--- config.mk ---
export PLATFORM = sky130hd
export DESIGN_NAME = hazard_ctrl
export DESIGN_NICKNAME = d
export VERILOG_FILES = /design/src/rtl/hazard_ctrl_pkg.sv /design/src/rtl/hazard_ctrl_priority.sv /design/src/rtl/hazard_ctrl.sv
export SDC_FILE = /design/constraint.sdc
export NUM_CORES = 1
export LEC_CHECK = 0
export BUFFER_PORTS_ARGS = -buffer_cell sky130_fd_sc_hd__buf_2
export CELL_PAD_IN_SITES_DETAIL_PLACEMENT = 0
export CELL_PAD_IN_SITES_GLOBAL_PLACEMENT = 1
export CORE_AREA = 2 2 49 51
export CTS_BUF_LIST = sky130_fd_sc_hd__clkbuf_2
export CTS_CLUSTER_SIZE = 10
export DETAILED_ROUTE_END_ITERATION = 8
export DIE_AREA = 0 0 51 53
export PLACE_DENSITY_LB_ADDON = 0.05
export SLEW_MARGIN = 10
export SYNTH_ARGS = -nofsm -noshare
export SYNTH_HDL_FRONTEND = slang
export SYNTH_SLANG_ARGS = --single-unit
--- constraint.sdc ---
create_clock -name clk -period 4.8 [get_ports clk]
set_input_delay 0.48 -clock clk [delete_from_list [all_inputs] [get_ports clk]]
set_output_delay 0.48 -clock clk [all_outputs]
set_load 0.01 [all_outputs]
--- src/rtl/hazard_ctrl_pkg.sv ---
// ---------------------------------------------------------------------------
// hazard_ctrl_pkg
// Shared definitions for the pipeline hazard/sequencing controller:
//   - FSM state encoding (INIT, RUN, MEM_WAIT, ERROR)
//   - default register-index width
//   - bit positions and canned patterns of the packed hazard-control vector
//     {StallF, StallD, StallE, StallM, FlushD, FlushE, FlushW}
// No ports (package).
// ---------------------------------------------------------------------------
package hazard_ctrl_pkg;

    localparam int REG_ADDR_W_DEF = 5;

    typedef enum logic [1:0] {
        ST_INIT     = 2'd0,
        ST_RUN      = 2'd1,
        ST_MEM_WAIT = 2'd2,
        ST_ERROR    = 2'd3
    } hc_state_t;

    localparam int HC_W      = 7;
    localparam int HC_STALLF = 6;
    localparam int HC_STALLD = 5;
    localparam int HC_STALLE = 4;
    localparam int HC_STALLM = 3;
    localparam int HC_FLUSHD = 2;
    localparam int HC_FLUSHE = 1;
    localparam int HC_FLUSHW = 0;

    typedef logic [HC_W-1:0] hc_vec_t;

    // One-hot helper so the canned patterns below read as lists of enables
    function automatic hc_vec_t hcBit(input int pos);
        hc_vec_t v;
        v      = '0;
        v[pos] = 1'b1;
        return v;
    endfunction

    // Post-reset drain: hold PC and push bubbles through every stage register
    localparam hc_vec_t HC_INIT    = hcBit(HC_STALLF) | hcBit(HC_FLUSHD) |
                                     hcBit(HC_FLUSHE) | hcBit(HC_FLUSHW);
    // Memory not ready: everything up to MEM holds, WB receives a bubble
    localparam hc_vec_t HC_FREEZE  = hcBit(HC_STALLF) | hcBit(HC_STALLD) |
                                     hcBit(HC_STALLE) | hcBit(HC_STALLM) |
                                     hcBit(HC_FLUSHW);
    localparam hc_vec_t HC_BRANCH  = hcBit(HC_FLUSHD) | hcBit(HC_FLUSHE);
    localparam hc_vec_t HC_LOADUSE = hcBit(HC_STALLF) | hcBit(HC_STALLD) |
                                     hcBit(HC_FLUSHE);

endpackage

--- src/rtl/hazard_ctrl_priority.sv ---
// ---------------------------------------------------------------------------
// hazard_ctrl_priority
// Purely combinational RUN-state hazard evaluation, priority
// freeze > branch flush > load-use stall. Shared by the RUN state and the
// MEM_WAIT release path of hazard_ctrl.
// Ports:
//   i_memReadE          EX-stage instruction is a load
//   i_rdE               EX-stage destination register
//   i_rs1D, i_rs2D      Decode-stage source registers
//   i_pcSrcE            taken branch/jump resolved in EX
//   i_memReqM           MEM stage has a valid data-memory access
//   i_memReadyM         data memory completes the access this cycle
//   o_ctrl              packed hazard-control vector (see hazard_ctrl_pkg)
//   o_freeze            memory freeze condition is active
// ---------------------------------------------------------------------------
module hazard_ctrl_priority
    import hazard_ctrl_pkg::*;
#(
    parameter int REG_ADDR_W = REG_ADDR_W_DEF
) (
    input  logic                  i_memReadE,
    input  logic [REG_ADDR_W-1:0] i_rdE,
    input  logic [REG_ADDR_W-1:0] i_rs1D,
    input  logic [REG_ADDR_W-1:0] i_rs2D,
    input  logic                  i_pcSrcE,
    input  logic                  i_memReqM,
    input  logic                  i_memReadyM,
    output hc_vec_t               o_ctrl,
    output logic                  o_freeze
);

    logic w_loadUse;

    // x0 is hard-wired zero, so a load "into" it never creates a dependency
    assign w_loadUse = i_memReadE && (i_rdE != '0) &&
                       ((i_rdE == i_rs1D) || (i_rdE == i_rs2D));

    assign o_freeze = i_memReqM && !i_memReadyM;

    // A taken branch squashes the Decode instruction, so any load-use it
    // would have caused is irrelevant and the branch wins
    always_comb begin
        o_ctrl = '0;
        if (o_freeze) begin
            o_ctrl = HC_FREEZE;
        end else if (i_pcSrcE) begin
            o_ctrl = HC_BRANCH;
        end else if (w_loadUse) begin
            o_ctrl = HC_LOADUSE;
        end
    end

endmodule

--- src/rtl/hazard_ctrl.sv ---
// ---------------------------------------------------------------------------
// hazard_ctrl
// Sequencing controller for the 5-stage RISC-V pipeline. Drives stall and
// flush enables (Mealy, same-cycle), drains the pipeline after reset, freezes
// on data-memory wait and flags a sticky error on memory timeout.
// Optional macro HAZARD_CTRL_PERF_EN adds StallCnt/FlushCnt counters.
// Ports:
//   clk, rst                 clock, asynchronous active-high reset
//   MemReadE, RDE            EX-stage load flag and destination register
//   RS1D, RS2D               Decode-stage sources
//   PCSrcE                   taken branch/jump in EX
//   MemReqM, MemReadyM       MEM-stage request and memory-ready
//   StallF/D/E/M             stage-register hold enables
//   FlushD/E/W               stage-register bubble enables
//   MemErr                   sticky memory-timeout error
//   StallCnt, FlushCnt       (HAZARD_CTRL_PERF_EN only) event counters
// ---------------------------------------------------------------------------
module hazard_ctrl
    import hazard_ctrl_pkg::*;
#(
    parameter int REG_ADDR_W     = REG_ADDR_W_DEF,
    parameter int INIT_CYCLES    = 2,
    parameter int TIMEOUT_CYCLES = 16
) (
    input  logic                  clk,
    input  logic                  rst,
    input  logic                  MemReadE,
    input  logic [REG_ADDR_W-1:0] RDE,
    input  logic [REG_ADDR_W-1:0] RS1D,
    input  logic [REG_ADDR_W-1:0] RS2D,
    input  logic                  PCSrcE,
    input  logic                  MemReqM,
    input  logic                  MemReadyM,
    output logic                  StallF,
    output logic                  StallD,
    output logic                  StallE,
    output logic                  StallM,
    output logic                  FlushD,
    output logic                  FlushE,
    output logic                  FlushW,
    output logic                  MemErr
`ifdef HAZARD_CTRL_PERF_EN
    ,
    output logic [31:0]           StallCnt,
    output logic [31:0]           FlushCnt
`endif
);

    localparam int INIT_W = $clog2(INIT_CYCLES + 1);
    localparam int WAIT_W = $clog2(TIMEOUT_CYCLES + 1);
    localparam logic [INIT_W-1:0] INIT_LAST = INIT_W'(INIT_CYCLES - 1);
    localparam logic [WAIT_W-1:0] WAIT_MAX  = WAIT_W'(TIMEOUT_CYCLES);

    hc_state_t         r_state;
    hc_state_t         w_nextState;
    logic [INIT_W-1:0] r_initCnt;
    logic [WAIT_W-1:0] r_waitCnt;
    hc_vec_t           w_runCtrl;
    hc_vec_t           w_ctrl;
    logic              w_runFreeze;
    logic              w_release;

    hazard_ctrl_priority #(
        .REG_ADDR_W (REG_ADDR_W)
    ) u_priority (
        .i_memReadE  (MemReadE),
        .i_rdE       (RDE),
        .i_rs1D      (RS1D),
        .i_rs2D      (RS2D),
        .i_pcSrcE    (PCSrcE),
        .i_memReqM   (MemReqM),
        .i_memReadyM (MemReadyM),
        .o_ctrl      (w_runCtrl),
        .o_freeze    (w_runFreeze)
    );

    // The wait ends either because memory answered or the request vanished
    assign w_release = MemReadyM || !MemReqM;

    // Output and next-state selection; the release cycle of MEM_WAIT behaves
    // exactly like a RUN cycle so hazards pending behind the freeze resolve
    // without losing a cycle
    always_comb begin
        w_ctrl      = HC_INIT;
        w_nextState = r_state;
        case (r_state)
            ST_INIT: begin
                w_ctrl = HC_INIT;
                if (r_initCnt == INIT_LAST) begin
                    w_nextState = ST_RUN;
                end
            end
            ST_RUN: begin
                w_ctrl = w_runCtrl;
                if (w_runFreeze) begin
                    w_nextState = ST_MEM_WAIT;
                end
            end
            ST_MEM_WAIT: begin
                if (w_release) begin
                    w_ctrl      = w_runCtrl;
                    w_nextState = ST_RUN;
                end else begin
                    w_ctrl = HC_FREEZE;
                    if (r_waitCnt == WAIT_MAX) begin
                        w_nextState = ST_ERROR;
                    end
                end
            end
            ST_ERROR: begin
                w_ctrl = HC_FREEZE;
            end
            default: begin
                w_ctrl      = HC_INIT;
                w_nextState = ST_INIT;
            end
        endcase
    end

    always_ff @(posedge clk or posedge rst) begin
        if (rst) begin
            r_state <= ST_INIT;
        end else begin
            r_state <= w_nextState;
        end
    end

    // Counts drain cycles; only meaningful while in INIT
    always_ff @(posedge clk or posedge rst) begin
        if (rst) begin
            r_initCnt <= '0;
        end else if (r_state == ST_INIT && r_initCnt != INIT_LAST) begin
            r_initCnt <= r_initCnt + INIT_W'(1);
        end
    end

    // Counts consecutive wait cycles; the freezing RUN cycle counts as the
    // first, and the value saturates instead of wrapping
    always_ff @(posedge clk or posedge rst) begin
        if (rst) begin
            r_waitCnt <= '0;
        end else if (r_state == ST_RUN) begin
            r_waitCnt <= w_runFreeze ? WAIT_W'(1) : '0;
        end else if (r_state == ST_MEM_WAIT) begin
            if (w_release) begin
                r_waitCnt <= '0;
            end else if (r_waitCnt != WAIT_MAX) begin
                r_waitCnt <= r_waitCnt + WAIT_W'(1);
            end
        end
    end

`ifdef HAZARD_CTRL_PERF_EN
    // In RUN only a branch flush raises FlushD, so it marks a branch cycle
    always_ff @(posedge clk or posedge rst) begin
        if (rst) begin
            StallCnt <= '0;
            FlushCnt <= '0;
        end else begin
            if ((r_state == ST_RUN || r_state == ST_MEM_WAIT) && w_ctrl[HC_STALLF]) begin
                StallCnt <= StallCnt + 32'd1;
            end
            if (r_state == ST_RUN && w_runCtrl[HC_FLUSHD]) begin
                FlushCnt <= FlushCnt + 32'd1;
            end
        end
    end
`endif

    assign StallF = w_ctrl[HC_STALLF];
    assign StallD = w_ctrl[HC_STALLD];
    assign StallE = w_ctrl[HC_STALLE];
    assign StallM = w_ctrl[HC_STALLM];
    assign FlushD = w_ctrl[HC_FLUSHD];
    assign FlushE = w_ctrl[HC_FLUSHE];
    assign FlushW = w_ctrl[HC_FLUSHW];
    assign MemErr = (r_state == ST_ERROR);

endmodule

== After elaboration in Yosys (flattened, before gate mapping) ==
Index checks and enable logic that the tools add are counted.
Word-level totals
  flip-flop bits (word level): 9
  input port bits: 21
  output and inout bits: 8
  word-level logic and storage cells: 47
Operators by class
  add/subtract/negate cells: 2
  eq/ne operators: 12
  mux-type cells: 15
  reduce and logical (&&, ||, !) cells: 15
Operator list (count)
  2-to-1 mux 7 bit: 4
  one-hot mux 7 bit (4 select lines): 1
  2-to-1 mux 5 bit: 4
  equality test 5 bit: 2
  2-to-1 mux 2 bit: 4
  one-hot mux 2 bit (3 select lines): 1
  nonzero test 3 bit: 2
  adder 5 x 1 -> 5 bit, second input constant: 1
  equality test 5 bit, second input constant: 1
  inequality test 5 bit, second input constant: 1
  nonzero test 5 bit: 1
  equality test 2 x 1 -> 1 bit, second input constant: 2
  equality test 2 bit, second input constant: 2
  logical AND 1 bit: 4
  inequality test 2 bit, second input constant: 2
  AND reduction 4 bit: 1
  inequality test 3 bit, second input constant: 1
  adder 2 x 1 -> 2 bit, second input constant: 1
  zero test 1 bit: 2
  zero test 2 bit: 1
  logical OR 1 bit: 2
  inequality test 2 x 1 -> 1 bit, second input constant: 1
  AND reduction 2 bit: 1
  nonzero test 2 bit: 1
  2-to-1 mux 1 bit: 1

== Logic depth before layout (Yosys ltp) ==
  word-level depth: 8
  gate-level depth with buffers: 7

== Cells and area by module ==
Synthesis repeated with hierarchy kept, for this count alone.
Second synthesis, totals
  cell total of the unflattened synthesis: 100
  area, all modules: 914.6 um^2
Modules (own cells, without submodules)
  hazard_ctrl: instances 1, cells each 73, area each 719.4 um^2, sequential area each 225.2 um^2
  hazard_ctrl_priority: instances 1, cells each 27, area each 195.2 um^2, sequential area each 0.0 um^2

== Worst setup path after synthesis ==
OpenSTA, ideal clock, no wires.
  kind: register -> output
  start: register r_state[0]
  end: output StallF
  arrival: 1493 ps
  required time: 4320 ps
  path slack: 2827 ps
  stages on the path, launching flop included: 7
  path buffers: 0
  path through: dfrtp_1 -> inv_1 -> ha_1 -> nor2_1 -> nor2_1 -> or3_1 -> o21bai_1
Between the ends
  longest elaborated chain between the ends: 2
  elaborated cells on any way between the ends: 5
  classes of those cells: 3 x eq/ne; 1 x mux; 1 x reduce/logical
RTL lines
  start: declaration: line hazard_ctrl.sv:54  | hc_state_t r_state;
  start signal: assignment: line hazard_ctrl.sv:124  | r_state <= w_nextState;
  equality test 2 bit (tied with other cells): line hazard_ctrl.sv:86  | case (r_state)
  one-hot mux 7 bit (4 select lines) *: line hazard_ctrl.sv:86
  end: declaration: line hazard_ctrl.sv:34  | output logic StallF,
Mark *: on every way between the ends. The rest lies on a longest branch, timed or not.

== Worst setup path after layout ==
  start: register r_state[1]
  end: output StallF
The elaborated chain is that of the path after synthesis.

==> impl_metrics.yaml <==
run_status:
  status: "finished clean"
pwr:
  peakVddDrop_mv: 0.3313
  internal_power_w: 0.0002648
  p_seq_share_pct: 25.3
  pwr-share-clk_pct: 9.3
  cellLeakagePower_nw: 0.4984
  p_switching_w: 0.0002211
  pwr-share-comb_pct: 65.4
  sw_frac_of_total_pct: 45.50
  p_per_area_nw_per_um2: 471.3
cells_and_area:
  regArea_um2: 225.2
  antenna_cells: 0
  design_area_um2: 1031
  final_cells: 153
  drive_gt1_share_pct: 34.40
  synthToLayoutAreaGrowth_pct: 22.26
  final_nets: 156
  multi_input_area_um2: 576.8
  fill_cells: 239
placed_design:
  place_hpwl_um: 1402
  placed_cell_area_um2: 1011
  gp_congestion: 0.7365
  portBuffers: 28
  dp_cells: 149
  preCtsSetupSlack_ns: 2.696
sta:
  finalSetupTns_ns: 0
  setup_viol: 0
  hold_viol: 0
  rsz0062_at_grt: "false"
  finalCriticalPeriod_ns: 2.353
  fin_ws_ns: 2.447
  fin_skew_ns: 0.003171
  tightest_slew_ns: 0.3489
  slew_viol_final: 0
  max-slew-margin-rel_pct: 76.69
  fmax_ghz: 0.4250
  fin_crit_sh_pct: 49.02
setup_path:
  cp_cell_sequence: "inv_1 -> ha_1 -> nor2_1 -> nor2_1 -> or3_1 -> o21bai_1 -> buf_2"
  crit_fanout: 8
  path_class: "reg -> out"
  crit_arrival_ns: 1.87
  required_ns: 4.32
  critPathLaunchType: "flop"
  end_kind: "output port"
  crit_top_cell: "nor2_1"
  critPathMaxStageDelay_ns: 0.40
  cp_slowest_cell: "dfrtp_1"
logic_synthesis:
  synth_top_family_by_area: "simple AND/OR/NAND/NOR gates"
  synth-compound-area-share_pct: 17.51
  synth-simple-area-share_pct: 21.36
  synth_flop_cell: "dfrtp_1"
  synth_cells: 94
  postSynthAreaPerCell_um2: 8.971
  synthMuxAreaShare_pct: 2.967
  ys_ff_latch: 9
  yosys_warnings: 0
  synthAdderAreaFrac_pct: 13.35
  async_flop_share_pct: 100.0
  synth.distinct_cells: 33
  synth-xor-area-share_pct: 13.20
  netlist_area_um2: 843.3
  syn_nets: 124
  synth-edff-count: 0
  seq_area_frac_synth_pct: 26.71
floorplan:
  die_area_um2: 2703
  io_pins: 29
  die_h_um: 53
  die-width_um: 51
  initial_utilization_pct: 39.25
  rows: 17
  core_um2: 2148
clock_tree:
  numCtsBuffers: 3
  htree_levels: 1
  clock_path_buffers: 2
  cts_hold_buf: 0
  numClockSinks: 9
  clk_latency_ns: 0.23
  post_cts_buffers: 0
  cts_root_buffer: "clkbuf_2"
  clkSlewWorstSetupHoldPaths_ns: 0.08
  cts_tree: "yes"
  cts_resized: 0
routing:
  drt_iter0_markers: 7
  wirelength_um: 1651
  via_count: 749
  drc: 0
  viasPerCell: 4.895
  ant_nets: 0
  dr.pass1.iters: 4
  post_drt_wl_per_cell_um: 10.79
grt:
  grtUsageTotal_pct: 14.32
  grt_max_degree: 10
  antenna_found_initial: 0
  grt_first_pass_wirelength_um: 2911
  overflow: 0
  first_global_vias: 707
run:
  max_cap_viol_count: 0
hold_path:
  hold_class: "in -> async"
-- layout by cell type, fill, tap and decap left out, drive strengths merged --
cell type  Yosys  final
a211oi         1      1
a21o           1      1
a21oi          3      3
a2bb2oi        1      1
a31oi          1      1
buf            1     28
clkbuf         0      4
dfrtp          9      9
ha             9      9
inv            9      9
mux2           1      1
mux2i          1      1
nand2          7      7
nand2b         4      4
nand3          6      6
nand4b         1      1
nor2           8      8
nor2b          2      2
nor3           2      2
o2111ai        2      2
o21ai          6      6
o21bai         1      1
o22ai          1      1
o2bb2ai        1      1
o31ai          2      2
or3            2      2
or4            1      1
xnor2         11     11
-- cells in the mapped netlist, drive strengths merged (2+ instances only) --
library cell	instances	share of area (%)
xnor2	11	13
dfrtp	9	27
ha	9	13
inv	9	4.0
nor2	8	3.9
nand2	7	3.1
nand3	6	4.2
o21ai	6	3.6
nand2b	4	3.0
a21oi	3	1.8
nor2b	2	1.5
nor3	2	1.2
o2111ai	2	2.8
o31ai	2	1.8
or3	2	1.5
-- power by group through the flow --
stage | clock network (W) | registers, W | logic (W)
after CTS | 0.0000490 | 0.000124 | 0.000322
after detailed placement | 0 | 0.000125 | 0.000319
after global routing | 0.0000535 | 0.000127 | 0.000361
after global placement | 0 | 0.000124 | 0.000320
after floorplan | 0 | 0.000120 | 0.000238
final | 0.0000452 | 0.000123 | 0.000318
-- stage by stage --
step / utilization, % / power [W] / hold slack, ns
floorplan: - / 0.0003574 / 0.3079
global placement: 47.06 / 0.0004439 / 0.4476
detailed placement: 47.06 / 0.0004437 / 0.4501
CTS: 47.99 / 0.0004946 / 0.1715
global route: 47.99 / 0.0005416 / 0.1909
finish: 47.99 / 0.0004859 / 0.1813
-- critical path, delay by kind of cell, from the launching register on --
| kind | cells | cell delay [ns] |
|---|---|---|
| and+or+nand+nor | 3 | 0.58 |
| DFF | 1 | 0.40 |
| AOI/OAI and AO/OA | 1 | 0.16 |
| adders and majority gates | 1 | 0.27 |
| buffers and inverters | 2 | 0.24 |
-- routing by layer --
| layer | GRT usage [%] | share of wire [%] | vias to the layer above |
|---|---|---|---|
| met5 | 0 | 0 | - |
| li1 | - | - | 387 |
| met2 | 24.24 | 48 | 21 |
| met4 | 8.108 | 0.48 | 0 |
| met3 | 1.977 | 6.3 | 2 |
| met1 | 17.39 | 45 | 339 |
-- cell type report --
type | count | share of cell area [%]
multi-input cells | 75 | 55.95
flip-flops and latches | 9 | 21.84
repair buffers | 28 | 13.59
well taps | 28 | 3.398
inverters | 9 | 3.277
clock buffers | 4 | 1.942
-- path summary, 6_finish.rpt --
kind	from	end	slack (ns)	depth (start not counted)
max in group asynchronous	rst	r_state[1]	4.38	2
min in group clk	r_initCnt[0]	r_initCnt[0]	0.49	1
worst min register to register	r_initCnt[0]	r_initCnt[0]	0.49	1
worst max-delay path	r_state[1]	StallF	2.45	7
worst max register to register	r_state[0]	r_waitCnt[2]	3.08	5
worst min-delay path	rst	r_waitCnt[1]	0.18	2
-- flip-flops by register name, summed over array words and instances (netlist names) --
name	cells
r_state	2
r_initCnt	2
r_waitCnt	5
-- cells by family after synthesis --
| kind of cell | Yosys count |
|---|---|
| buffers and inverters | 10 |
| muxes | 2 |
| and+or+nand+nor | 33 |
| xor gates and xnor gates | 11 |
| AOI/OAI and AO/OA | 20 |
| DFF | 9 |
| adders and majority gates | 9 |
No activity file was read; power rests on OpenSTA's default activity.
